==> src/rtl/seg7_scan_decoder.sv <==
// seg7_scan_decoder
// Receive side of the multiplexed 2-digit 7-segment scan bus. Samples
// {seg_sel, seg_out}, waits for a stable window, decodes the segment pattern
// back to BCD, pairs ones/tens and publishes a registered BCD/binary value.
module seg7_scan_decoder #(
  parameter int STABLE_CYCLES  = 4,
  parameter int TIMEOUT_CYCLES = 262144
) (
  input  logic       clk,
  input  logic       rst,
  input  logic [3:0] seg_sel,
  input  logic [7:0] seg_out,
  input  logic       err_clr,
  output logic [3:0] ones,
  output logic [3:0] tens,
  output logic [6:0] value_bin,
  output logic       value_update,
  output logic       value_valid,
  output logic       seg_err,
  output logic       sel_err,
  output logic       scan_timeout
);

  localparam int SW = $clog2(STABLE_CYCLES + 1);
  localparam int TW = $clog2(TIMEOUT_CYCLES + 1);
  localparam logic [SW-1:0] STAB_ONE = SW'(1);
  localparam logic [SW-1:0] STAB_MAX = SW'(STABLE_CYCLES);
  localparam logic [SW-1:0] STAB_PRE = SW'(STABLE_CYCLES - 1);
  localparam logic [TW-1:0] TO_ONE   = TW'(1);
  localparam logic [TW-1:0] TO_MAX   = TW'(TIMEOUT_CYCLES);
  localparam logic [TW-1:0] TO_PRE   = TW'(TIMEOUT_CYCLES - 1);

  typedef enum logic [0:0] {
    IDLE      = 1'b0,
    HAVE_ONES = 1'b1
  } state_t;

  // Returns {legal, digit}; bits g..a only, DP is not part of the code.
  function automatic logic [4:0] f_decode(input logic [6:0] pat);
    logic [4:0] res;
    case (pat)
      7'b0111111: res = {1'b1, 4'd0};
      7'b0000110: res = {1'b1, 4'd1};
      7'b1011011: res = {1'b1, 4'd2};
      7'b1001111: res = {1'b1, 4'd3};
      7'b1100110: res = {1'b1, 4'd4};
      7'b1101101: res = {1'b1, 4'd5};
      7'b1111101: res = {1'b1, 4'd6};
      7'b0000111: res = {1'b1, 4'd7};
      7'b1111111: res = {1'b1, 4'd8};
      7'b1101111: res = {1'b1, 4'd9};
      default:    res = {1'b0, 4'd0};
    endcase
    return res;
  endfunction

  logic [11:0]   r_s_q;
  logic [SW-1:0] r_stab_cnt;
  logic          r_cap;
  logic [TW-1:0] r_to_cnt;
  state_t        r_state;
  logic [3:0]    r_ones_tmp;
  logic [3:0]    r_ones;
  logic [3:0]    r_tens;
  logic [6:0]    r_value_bin;
  logic          r_value_update;
  logic          r_value_valid;
  logic          r_seg_err;
  logic          r_sel_err;
  logic          r_scan_timeout;

  logic [11:0] w_bus;
  logic [3:0]  w_sel;
  logic [4:0]  w_dec;
  logic [3:0]  w_dig;
  logic        w_is_ones;
  logic        w_is_tens;
  logic        w_is_blank;
  logic        w_dig_cap;
  logic        w_legal;
  logic        w_seg_bad;
  logic        w_sel_bad;
  logic        w_to_hit;
  logic [6:0]  w_tens7;
  logic [6:0]  w_pub_bin;

  assign w_bus      = {seg_sel, seg_out};
  assign w_sel      = r_s_q[11:8];
  assign w_dec      = f_decode(r_s_q[6:0]);
  assign w_dig      = w_dec[3:0];
  assign w_is_ones  = (w_sel == 4'b0001);
  assign w_is_tens  = (w_sel == 4'b0010);
  assign w_is_blank = (w_sel == 4'b0000);
  assign w_dig_cap  = r_cap && (w_is_ones || w_is_tens);
  assign w_legal    = w_dig_cap && w_dec[4];
  assign w_seg_bad  = w_dig_cap && !w_dec[4];
  assign w_sel_bad  = r_cap && !(w_is_ones || w_is_tens || w_is_blank);
  // The saturated count never equals TO_PRE, so this fires once per silence.
  assign w_to_hit   = !w_legal && (r_to_cnt == TO_PRE);
  // tens*10 + ones as (tens<<3) + (tens<<1) + ones; max 99 fits in 7 bits.
  assign w_tens7    = {3'b000, w_dig};
  assign w_pub_bin  = (w_tens7 << 3'd3) + (w_tens7 << 3'd1) + {3'b000, r_ones_tmp};

  // Input register plus stability counter; r_cap marks the single capture cycle.
  always_ff @(posedge clk) begin
    if (rst) begin
      r_s_q      <= 12'h000;
      r_stab_cnt <= {SW{1'b0}};
      r_cap      <= 1'b0;
    end else begin
      r_s_q <= w_bus;
      if (w_bus != r_s_q) begin
        r_stab_cnt <= STAB_ONE;
        r_cap      <= 1'b0;
      end else if (r_stab_cnt != STAB_MAX) begin
        r_stab_cnt <= r_stab_cnt + STAB_ONE;
        r_cap      <= (r_stab_cnt == STAB_PRE);
      end else begin
        r_stab_cnt <= r_stab_cnt;
        r_cap      <= 1'b0;
      end
    end
  end

  // Frame FSM, publish registers, sticky error flags and scan timeout.
  always_ff @(posedge clk) begin
    if (rst) begin
      r_state        <= IDLE;
      r_ones_tmp     <= 4'd0;
      r_ones         <= 4'd0;
      r_tens         <= 4'd0;
      r_value_bin    <= 7'd0;
      r_value_update <= 1'b0;
      r_value_valid  <= 1'b0;
      r_seg_err      <= 1'b0;
      r_sel_err      <= 1'b0;
      r_scan_timeout <= 1'b0;
      r_to_cnt       <= {TW{1'b0}};
    end else begin
      r_value_update <= 1'b0;

      // A fresh error outranks a simultaneous clear request.
      if (w_seg_bad) begin
        r_seg_err <= 1'b1;
      end else if (err_clr) begin
        r_seg_err <= 1'b0;
      end else begin
        r_seg_err <= r_seg_err;
      end

      if (w_sel_bad) begin
        r_sel_err <= 1'b1;
      end else if (err_clr) begin
        r_sel_err <= 1'b0;
      end else begin
        r_sel_err <= r_sel_err;
      end

      if (w_legal) begin
        r_to_cnt       <= {TW{1'b0}};
        r_scan_timeout <= 1'b0;
      end else if (r_to_cnt != TO_MAX) begin
        r_to_cnt <= r_to_cnt + TO_ONE;
      end else begin
        r_to_cnt <= r_to_cnt;
      end

      if (w_to_hit) begin
        r_scan_timeout <= 1'b1;
        r_value_valid  <= 1'b0;
      end

      if (w_seg_bad || w_sel_bad || w_to_hit) begin
        r_state <= IDLE;
      end else if (w_legal) begin
        case (r_state)
          IDLE: begin
            if (w_is_ones) begin
              r_ones_tmp <= w_dig;
              r_state    <= HAVE_ONES;
            end else begin
              r_state <= IDLE;
            end
          end
          HAVE_ONES: begin
            if (w_is_ones) begin
              r_ones_tmp <= w_dig;
              r_state    <= HAVE_ONES;
            end else begin
              r_ones         <= r_ones_tmp;
              r_tens         <= w_dig;
              r_value_bin    <= w_pub_bin;
              r_value_update <= 1'b1;
              r_value_valid  <= 1'b1;
              r_state        <= IDLE;
            end
          end
          default: r_state <= IDLE;
        endcase
      end else begin
        r_state <= r_state;
      end
    end
  end

  assign ones         = r_ones;
  assign tens         = r_tens;
  assign value_bin    = r_value_bin;
  assign value_update = r_value_update;
  assign value_valid  = r_value_valid;
  assign seg_err      = r_seg_err;
  assign sel_err      = r_sel_err;
  assign scan_timeout = r_scan_timeout;

endmodule

==> config.mk <==
export PLATFORM = sky130hd
export DESIGN_NAME = seg7_scan_decoder
export DESIGN_NICKNAME = d
export VERILOG_FILES = /design/src/rtl/seg7_scan_decoder.sv
export SDC_FILE = /design/constraint.sdc
export NUM_CORES = 1
export LEC_CHECK = 0
export CAP_MARGIN = 10
export CORE_MARGIN = 2
export CORE_UTILIZATION = 37
export CTS_CLUSTER_DIAMETER = 40
export CTS_CLUSTER_SIZE = 30
export DETAILED_ROUTE_END_ITERATION = 16
export PLACE_DENSITY = 0.56
export SLEW_MARGIN = 30
export SYNTH_ARGS = -nofsm -noshare
export SYNTH_HDL_FRONTEND = slang
export SYNTH_SLANG_ARGS = --single-unit
==> constraint.sdc <==
create_clock -name clk -period 3.4 [get_ports clk]
set_input_delay 0.68 -clock clk [delete_from_list [all_inputs] [get_ports clk]]
set_output_delay 0.68 -clock clk [all_outputs]
set_load 0.005 [all_outputs]
Word level (Yosys, flattened, before mapping)
Index checks and enable logic that the tools add are counted.
{"block": "totals", "input_bits": 15, "ff_bits": 60, "out_inout_bits": 20}
{"block": "classes", "n_reduce_logical": 24, "n_mux": 16, "eq_ne": 17, "bitwise": 5, "n_addsub": 4}
{"cell": "5-bit case mux with 10 select lines", "n": 1}
{"cell": "7-bit == test, second input constant", "n": 7}
{"cell": "19-bit by 1-bit adder with 19-bit output, second input constant", "n": 1}
{"cell": "19-bit by 18-bit == test with 1-bit output, second input constant", "n": 1}
{"cell": "19-bit != test, second input constant", "n": 1}
{"cell": "7-bit by 3-bit == test with 1-bit output, second input constant", "n": 2}
{"cell": "1-bit 2-to-1 mux", "n": 14}
{"cell": "12-bit != test", "n": 1}
{"cell": "2-bit nonzero test", "n": 4}
{"cell": "7-bit by 4-bit adder with 7-bit output", "n": 1}
{"cell": "7-bit by 5-bit adder with 7-bit output", "n": 1}
{"cell": "7-bit by 6-bit == test with 1-bit output, second input constant", "n": 1}
{"cell": "2-bit OR reduction", "n": 3}
{"cell": "1-bit logical AND", "n": 5}
{"cell": "1-bit inverter", "n": 5}
{"cell": "4-bit by 1-bit == test with 1-bit output, second input constant", "n": 1}
{"cell": "4-bit by 2-bit == test with 1-bit output, second input constant", "n": 1}
{"cell": "4-bit logical NOT", "n": 1}
{"cell": "1-bit logical OR", "n": 4}
{"cell": "4-bit 2-to-1 mux", "n": 1}
{"cell": "4-bit AND reduction", "n": 1}
{"cell": "4-bit OR reduction", "n": 1}
{"cell": "3-bit by 1-bit adder with 3-bit output, second input constant", "n": 1}
{"cell": "3-bit by 2-bit == test with 1-bit output, second input constant", "n": 1}
{"cell": "4 further kinds", "n": 6}

Longest topological paths before layout
Gate-level depths: netlist of the first run.
{"block": "depth", "ltp_word": 11, "depth_mapped": 13, "ltp_nobuf": 12}

Least setup slack after synthesis of the first run
Ideal clock, no wire load.
{"block": "synth_timing", "path_type": "register -> register", "from": "register r_s_q[0]", "to": "register r_value_bin[6], in the netlist value_bin[6]", "n_path_buf": 1, "slack_ps": 378, "period_less_slack_ps": 3022, "path_stages_with_launch": 13, "arrival_time_ps": 2906, "setup_time_ps": 116, "path_cell_list": "dfxtp_1 > buf_2 > or3b_2 > a21oi_2 > or2_2 > inv_1 > fa_1 > fa_1 > nor2b_1 > o21a_1 > nor2_1 > xnor2_1 > a31o_2"}
{"block": "synth_between", "word_cells_on_any_way": 22, "cone_classes": "add/sub (2); eq/ne (10); mux (1); bitwise (1); reduce/logical (8)"}
{"item": "start: declaration", "line_no": "57", "source": "logic [11:0] r_s_q;"}
{"item": "start signal: assignment", "line_no": "111", "source": "r_s_q <= w_bus;"}
{"item": "7-bit == test (tied with other cells)", "line_no": "41", "source": "case (pat)"}
{"item": "5-bit case mux with 10 select lines *", "line_no": "41"}
{"item": "net w_dec[2]", "line_no": "74", "source": "logic [4:0] w_dec;"}
{"item": "7-bit by 5-bit adder with 7-bit output *", "line_no": "102", "source": "assign w_pub_bin = (w_tens7 << 3'd3) + (w_tens7 << 3'd1) + {3'b000, r_ones_tmp};"}
{"item": "7-bit by 4-bit adder with 7-bit output *", "line_no": "102"}
{"item": "end signal: assignment", "line_no": "192", "source": "r_value_bin <= w_pub_bin;"}
{"item": "end: declaration", "line_no": "65", "source": "logic [6:0] r_value_bin;"}
Mark *: on every way through the listed nets, which the timed path passes. The rest lies on a longest branch.
A chain may end at the register's enable or synchronous reset.

Final worst setup path of the first run
{"block": "layout_timing", "from": "register r_s_q[3]", "to": "register r_value_bin[6], in the netlist value_bin[6]"}
Same word-level chain as after synthesis.

==> results.yml, run 1 <==
outcome:
  status: "complete, no violations"
drt:
  viasPerCell: 4.91
  wl_per_cell_um: 13.5
  wirelength_um: 6310
  first_iter_violations: 100
  drc: 0
  detail-route-antenna-nets: 0
  drt_first_pass_iters: 4
  routed-via-count: 2286
yosys:
  syn_inst: 323
  synthTopCellsByCount: "dfxtp_1 (59), nor2_1 (31), nand2_1 (23)"
  yosys_register_bits: 59
  syn-cell-area_sq_um: 2910
  async_flop_share: 0
  synth_top_area_frac: 0.406
  synthFlopType: "dfxtp_1"
  avgSynthCellArea_sq_um: 9.00
  yosysUniqueCellTypes: 51
  synth_area_leaders: "dfxtp_1 (41%), xnor2_1 (6.3%), ha_1 (5.2%)"
  synth_edf_count: 0
  yosys_warnings: 0
  yosysSeqAreaShare: 0.406
  synth_top_area_cell: "dfxtp_1"
  synth.most_common_cell: "dfxtp_1"
  synthesis.nets: 352
critical_path:
  cp.arrival_ps: 3420
  worst_r2r_endpoint: "value_bin[6]"
  start_kind: "flip-flop"
  worstSetupStartpoint: "r_s_q[3]"
  slowest_stage: "or4bb_1"
  worstPathRequired_ps: 3640
  end_kind: "flip-flop"
  reg2reg_depth: 11
  crit_top_cell: "fa_1"
  crit_path_max_incr_delay_ps: 540
  worstReg2RegStart: "r_s_q[3]"
  crit_chain: "or4bb_1 -> a21oi_2 -> or2_2 -> inv_1 -> fa_1 -> fa_1 -> nor2b_1 -> o21a_1 -> nor2_1 -> xnor2_1 -> a31o_2"
  crit_type: "reg2reg"
  r2r_setup_slack_ps: 210
  cp_max_fo: 9
final_layout:
  final_cells: 466
  nets: 388
  num-fill-cells: 761
  drive_gt1_frac: 0.0907
  antenna_cells: 0
  fin_util: 0.465
  area_growth_syn_to_layout_pct: 22.8
  regArea_sq_um: 1180
  fin_area_sq_um: 3570
  multi_input_area_sq_um: 1600
clock_tree:
  postCtsSetupBuffers: 0
  cts_root_buffer: "clkbuf_8"
  cts_buffers: 9
  ctsResizeCount: 0
  cts_buffer_depth: 2
  htree_levels: 3
  cts-hold-fix-buffers: 0
  cts_tree: "done"
  cts_num_sinks: 59
  clock_latency_ps: 340
  clk_pin_slew_ps: 70
job:
  drv_cap: 0
floorplanning:
  start_util: 0.378
  dieArea_sq_um: 8580
  rows: 32
  ios: 35
  floorplan.die.height_um: 92.7
  dieWidth_um: 92.7
  core-area_sq_um: 7690
grt:
  grt_pass1_wl_um: 11000
  grt-ovfl-total: 0
  first_global_vias: 2325
  grt_util_met1: 0.204
  grtUsageMet3: 0.0513
  globalRouteMet2Util: 0.273
  busiest_layer: "met2"
  grt_start_max_net_pins: 27
  antenna_found_initial: 0
  track_usage: 0.164
timing:
  fin_skew_ps: 8.36
  fin_crit_sh: 0.937
  finalHoldViolCount: 0
  grt_setup_unrepaired: "no"
  setup_viol: 0
  drv_slew: 0
  fmax_ghz: 0.314
  period_needed_ps: 3190
  slew_headroom: 0.474
  worst_slack_ps: 213
  tightest_slew_ps: 781
  whs_ps: 479
  finalSetupTns_ps: 0
power:
  p_total_mw: 1.53
  ir_worst_vdd_uv: 266
  leakage_nw: 1.32
  power.density_nw_per_um2: 429
placement:
  dpl_cell_area_sq_um: 3340
  pre_cts_slack_ps: 252
  dp_cells: 449
  portBuffers: 34
  gp_congestion: 0.817
  hpwlAfterDp_um: 4550
worst_hold_path:
  min_path_type: "reg2reg"
  holdPathEnd: "value_bin[4]"
  hold_depth: 2
  hp-start: "value_bin[4]"
[power by group]
group / internal (mW) / total, mW / switching (mW) / leakage, nW
combinational: 0.0477 / 0.0929 / 0.0452 / 0.734
sequential: 0.702 / 0.716 / 0.0141 / 0.479
clock: 0.432 / 0.722 / 0.290 / 0.108
[final cells by class]
class                   count  area share
inverters                  15      0.0158
well taps                 102      0.0357
repair buffers             40       0.108
flip-flops and latches     59       0.331
clock buffers              10      0.0385
clock inverters             6      0.0249
multi-input cells         234       0.447
[state kept, by name, indices dropped and copies added (netlist names)]
register and flops:
r_ones_tmp 4, sel_err 1, ones 4, r_s_q 12, r_stab_cnt 3, r_state 1, seg_err 1, value_update 1
r_cap 1, value_valid 1, r_to_cnt 19, tens 4, value_bin 6, scan_timeout 1
[critical path: cells and delay by family, from the launching register on]
family	cells	cell delay (ps)
AND/OR/NAND/NOR	4	920
buffers and inverters	1	70
adder cells (fa/ha/maj)	2	960
flip-flops	1	390
AO/OA/AOI/OAI	3	620
XOR/XNOR	1	120
[cell usage in the layout, fill, tap and decap left out, types with 10 or more instances in the layout]
master / Yosys / routed
nand3_1: 17 / 17
dfxtp_1: 59 / 59
xor2_1: 12 / 12
xnor2_1: 21 / 21
nor2_1: 31 / 31
nand2_1: 23 / 23
nor3_1: 11 / 11
inv_1: 14 / 14
a21oi_1: 17 / 17
nor2b_1: 15 / 15
clkbuf_8: 0 / 10
ha_1: 12 / 12
clkdlybuf4s50_1: 0 / 34
[cell families after synthesis]
logic type	Yosys count	share of synthesized area
and+or+nand+nor	135	0.247
DFF	59	0.406
AOI/OAI and AO/OA	46	0.114
xor gates and xnor gates	34	0.105
buffers and inverters	30	0.0452
adders and majority gates	14	0.0654
muxes	5	0.0172
[per-layer routing]
metal,vias to the layer above,part of all wire
met5,-,0
met3,8,0.035
met4,0,0.012
li1,1181,-
met1,1061,0.49
met2,36,0.47
[worst max-delay path by stage]
| stage | depth (start not counted) | to | slack [ps] |
|---|---|---|---|
| after floorplan | 12 | value_bin[6] | 380 |
| after global placement | 11 | value_bin[6] | 320 |
| after detailed placement | 11 | value_bin[6] | 250 |
| after CTS | 11 | value_bin[6] | 200 |
| after global routing | 11 | value_bin[6] | 20 |
| final | 11 | value_bin[6] | 210 |
Note: power is estimated with default switching activity, not from simulation.
==> inputs of run 2 (changes only) <==
Settings changed: SLEW_MARGIN 30 to not set.
==> run 2 against run 1 <==
Sequential share of layout area rose by 0.070 points. Power barely moved. Critical path depth did not move. Critical endpoint unchanged.
==> results.yml, run 2 (synthesized netlist as in run 1, its figures left out) <==
drt:
  first_iter_violations: 91
  wirelength_um: 6310
  viasPerCell: 4.92
  drc: 0
  routed-via-count: 2289
  detail-route-antenna-nets: 0
  drt_first_pass_iters: 4
  wl_per_cell_um: 13.6
grt:
  grt-ovfl-total: 0
  first_global_vias: 2325
  antenna_found_initial: 0
  globalRouteMet2Util: 0.273
  grtUsageMet3: 0.0513
  grt_start_max_net_pins: 27
  busiest_layer: "met2"
  grt_pass1_wl_um: 11000
  track_usage: 0.164
  grt_util_met1: 0.204
outcome:
  status: "complete, no violations"
final_layout:
  antenna_cells: 0
  mostFrequentLayoutCell: "dfxtp_1"
  num-fill-cells: 761
  fin_util: 0.464
  final_cells: 465
  nets: 387
  final_cell_mix: "dfxtp_1 (59), clkdlybuf4s50_1 (34), nor2_1 (31), nand2_1 (23), xnor2_1 (21)"
  area_growth_syn_to_layout_pct: 22.6
  largest_reg_flops: 19
  drive_gt1_frac: 0.0882
  regMostFlops: "r_to_cnt"
timing:
  setup_viol: 0
  finalHoldViolCount: 0
  fin_crit_sh: 0.935
  period_needed_ps: 3180
  fin_skew_ps: 8.32
  grt_setup_unrepaired: "no"
  fmax_ghz: 0.315
  slew_headroom: 0.303
  finalSetupTns_ps: 0
  whs_ps: 479
  drv_slew: 0
  tightest_slew_ps: 1050
placement:
  hpwlAfterDp_um: 4550
  gp_congestion: 0.817
  dp_cells: 449
  portBuffers: 34
clock_tree:
  htree_levels: 3
  cts_tree: "done"
  cts_buffers: 9
  clk_pin_slew_ps: 70
  cts-hold-fix-buffers: 0
  clock_latency_ps: 340
  cts_buffer_depth: 2
  postCtsSetupBuffers: 0
  cts_root_buffer: "clkbuf_8"
  cts_num_sinks: 59
  ctsResizeCount: 0
power:
  power.density_nw_per_um2: 430
  leakage_nw: 1.32
  ir_worst_vdd_uv: 266
  p_total_mw: 1.53
job:
  drv_cap: 0
critical_path:
  crit_chain: "or4bb_1 -> a21oi_2 -> or2_2 -> inv_1 -> fa_1 -> fa_1 -> nor2b_1 -> o21a_1 -> nor2_1 -> xnor2_1 -> a31o_2"
  cp_max_fo: 9
  start_kind: "flip-flop"
  cp.arrival_ps: 3410
  crit_type: "reg2reg"
  crit_top_cell: "fa_1"
  worstPathRequired_ps: 3640
  end_kind: "flip-flop"
  slowest_stage: "or4bb_1"
  crit_path_max_incr_delay_ps: 540
floorplanning:
  ios: 35
  start_util: 0.378
  floorplan.die.height_um: 92.7
  dieWidth_um: 92.7
  rows: 32
  core-area_sq_um: 7690
  dieArea_sq_um: 8580
worst_hold_path:
  min_path_type: "reg2reg"
-- run 2: cell count changes in the layout (fill, tap and decap cells not counted), sizes merged --
| cell | delta |
|---|---|
| buf | -1 |
-- run 2: worst max-delay path: cells and delay by family, from the launching register on --
| family | cells | cell delay [ps] |
|---|---|---|
| buffers and inverters | 1 | 70 |
| XOR/XNOR | 1 | 120 |
| AND/OR/NAND/NOR | 4 | 920 |
| adder cells (fa/ha/maj) | 2 | 960 |
| flip-flops | 1 | 390 |
| AO/OA/AOI/OAI | 3 | 620 |
-- run 2: cell type report --
type | instances | area (sq um) | share of cell area
sequential | 59 | 1180 | 0.331
tap | 102 | 128 | 0.0358
timing repair buffer | 39 | 378 | 0.106
inverter | 15 | 56.3 | 0.0158
clock buffer | 10 | 138 | 0.0386
clock inverter | 6 | 88.8 | 0.0249
multi-input combinational | 234 | 1600 | 0.448
-- run 2: report_power, final --
part | switching, mW | internal, mW | leakage (nW) | total (mW)
sequential | 0.0141 | 0.702 | 0.479 | 0.716
combinational | 0.0451 | 0.0474 | 0.730 | 0.0925
clock | 0.291 | 0.432 | 0.108 | 0.722
total | 0.350 | 1.18 | 1.32 | 1.53
-- run 2: worst paths after layout --
kind | startpoint | end | slack [ps] | cells past startpoint
setup / recovery | r_s_q[3] | value_bin[6] | 220 | 11
hold / removal | value_bin[4] | value_bin[4] | 480 | 2
setup reg to reg | r_s_q[3] | value_bin[6] | 220 | 11
hold reg to reg | value_bin[4] | value_bin[4] | 480 | 2
-- run 2: per-layer routing --
| layer | vias to the layer above | routed length, um | share of wire |
|---|---|---|---|
| met4 | 0 | 75 | 0.012 |
| li1 | 1177 | - | - |
| met3 | 8 | 229 | 0.036 |
| met1 | 1069 | 3020 | 0.48 |
| met5 | - | 0 | 0 |
| met2 | 35 | 2990 | 0.47 |
-- run 2: through the flow --
stage	cell area, sq um	setup WS [ps]
after detailed placement	3340	252
after global placement	3340	316
after global routing	3560	22.5
final	3560	222
after floorplan	2910	378
after CTS	3560	197
==> inputs of run 3 (changes only) <==
Settings changed: CAP_MARGIN 10 to 20, HOLD_SLACK_MARGIN set to 0.12.
==> results of run 3 <==
Same layout as run 2: the final DEF is identical, and so are final timing and power.
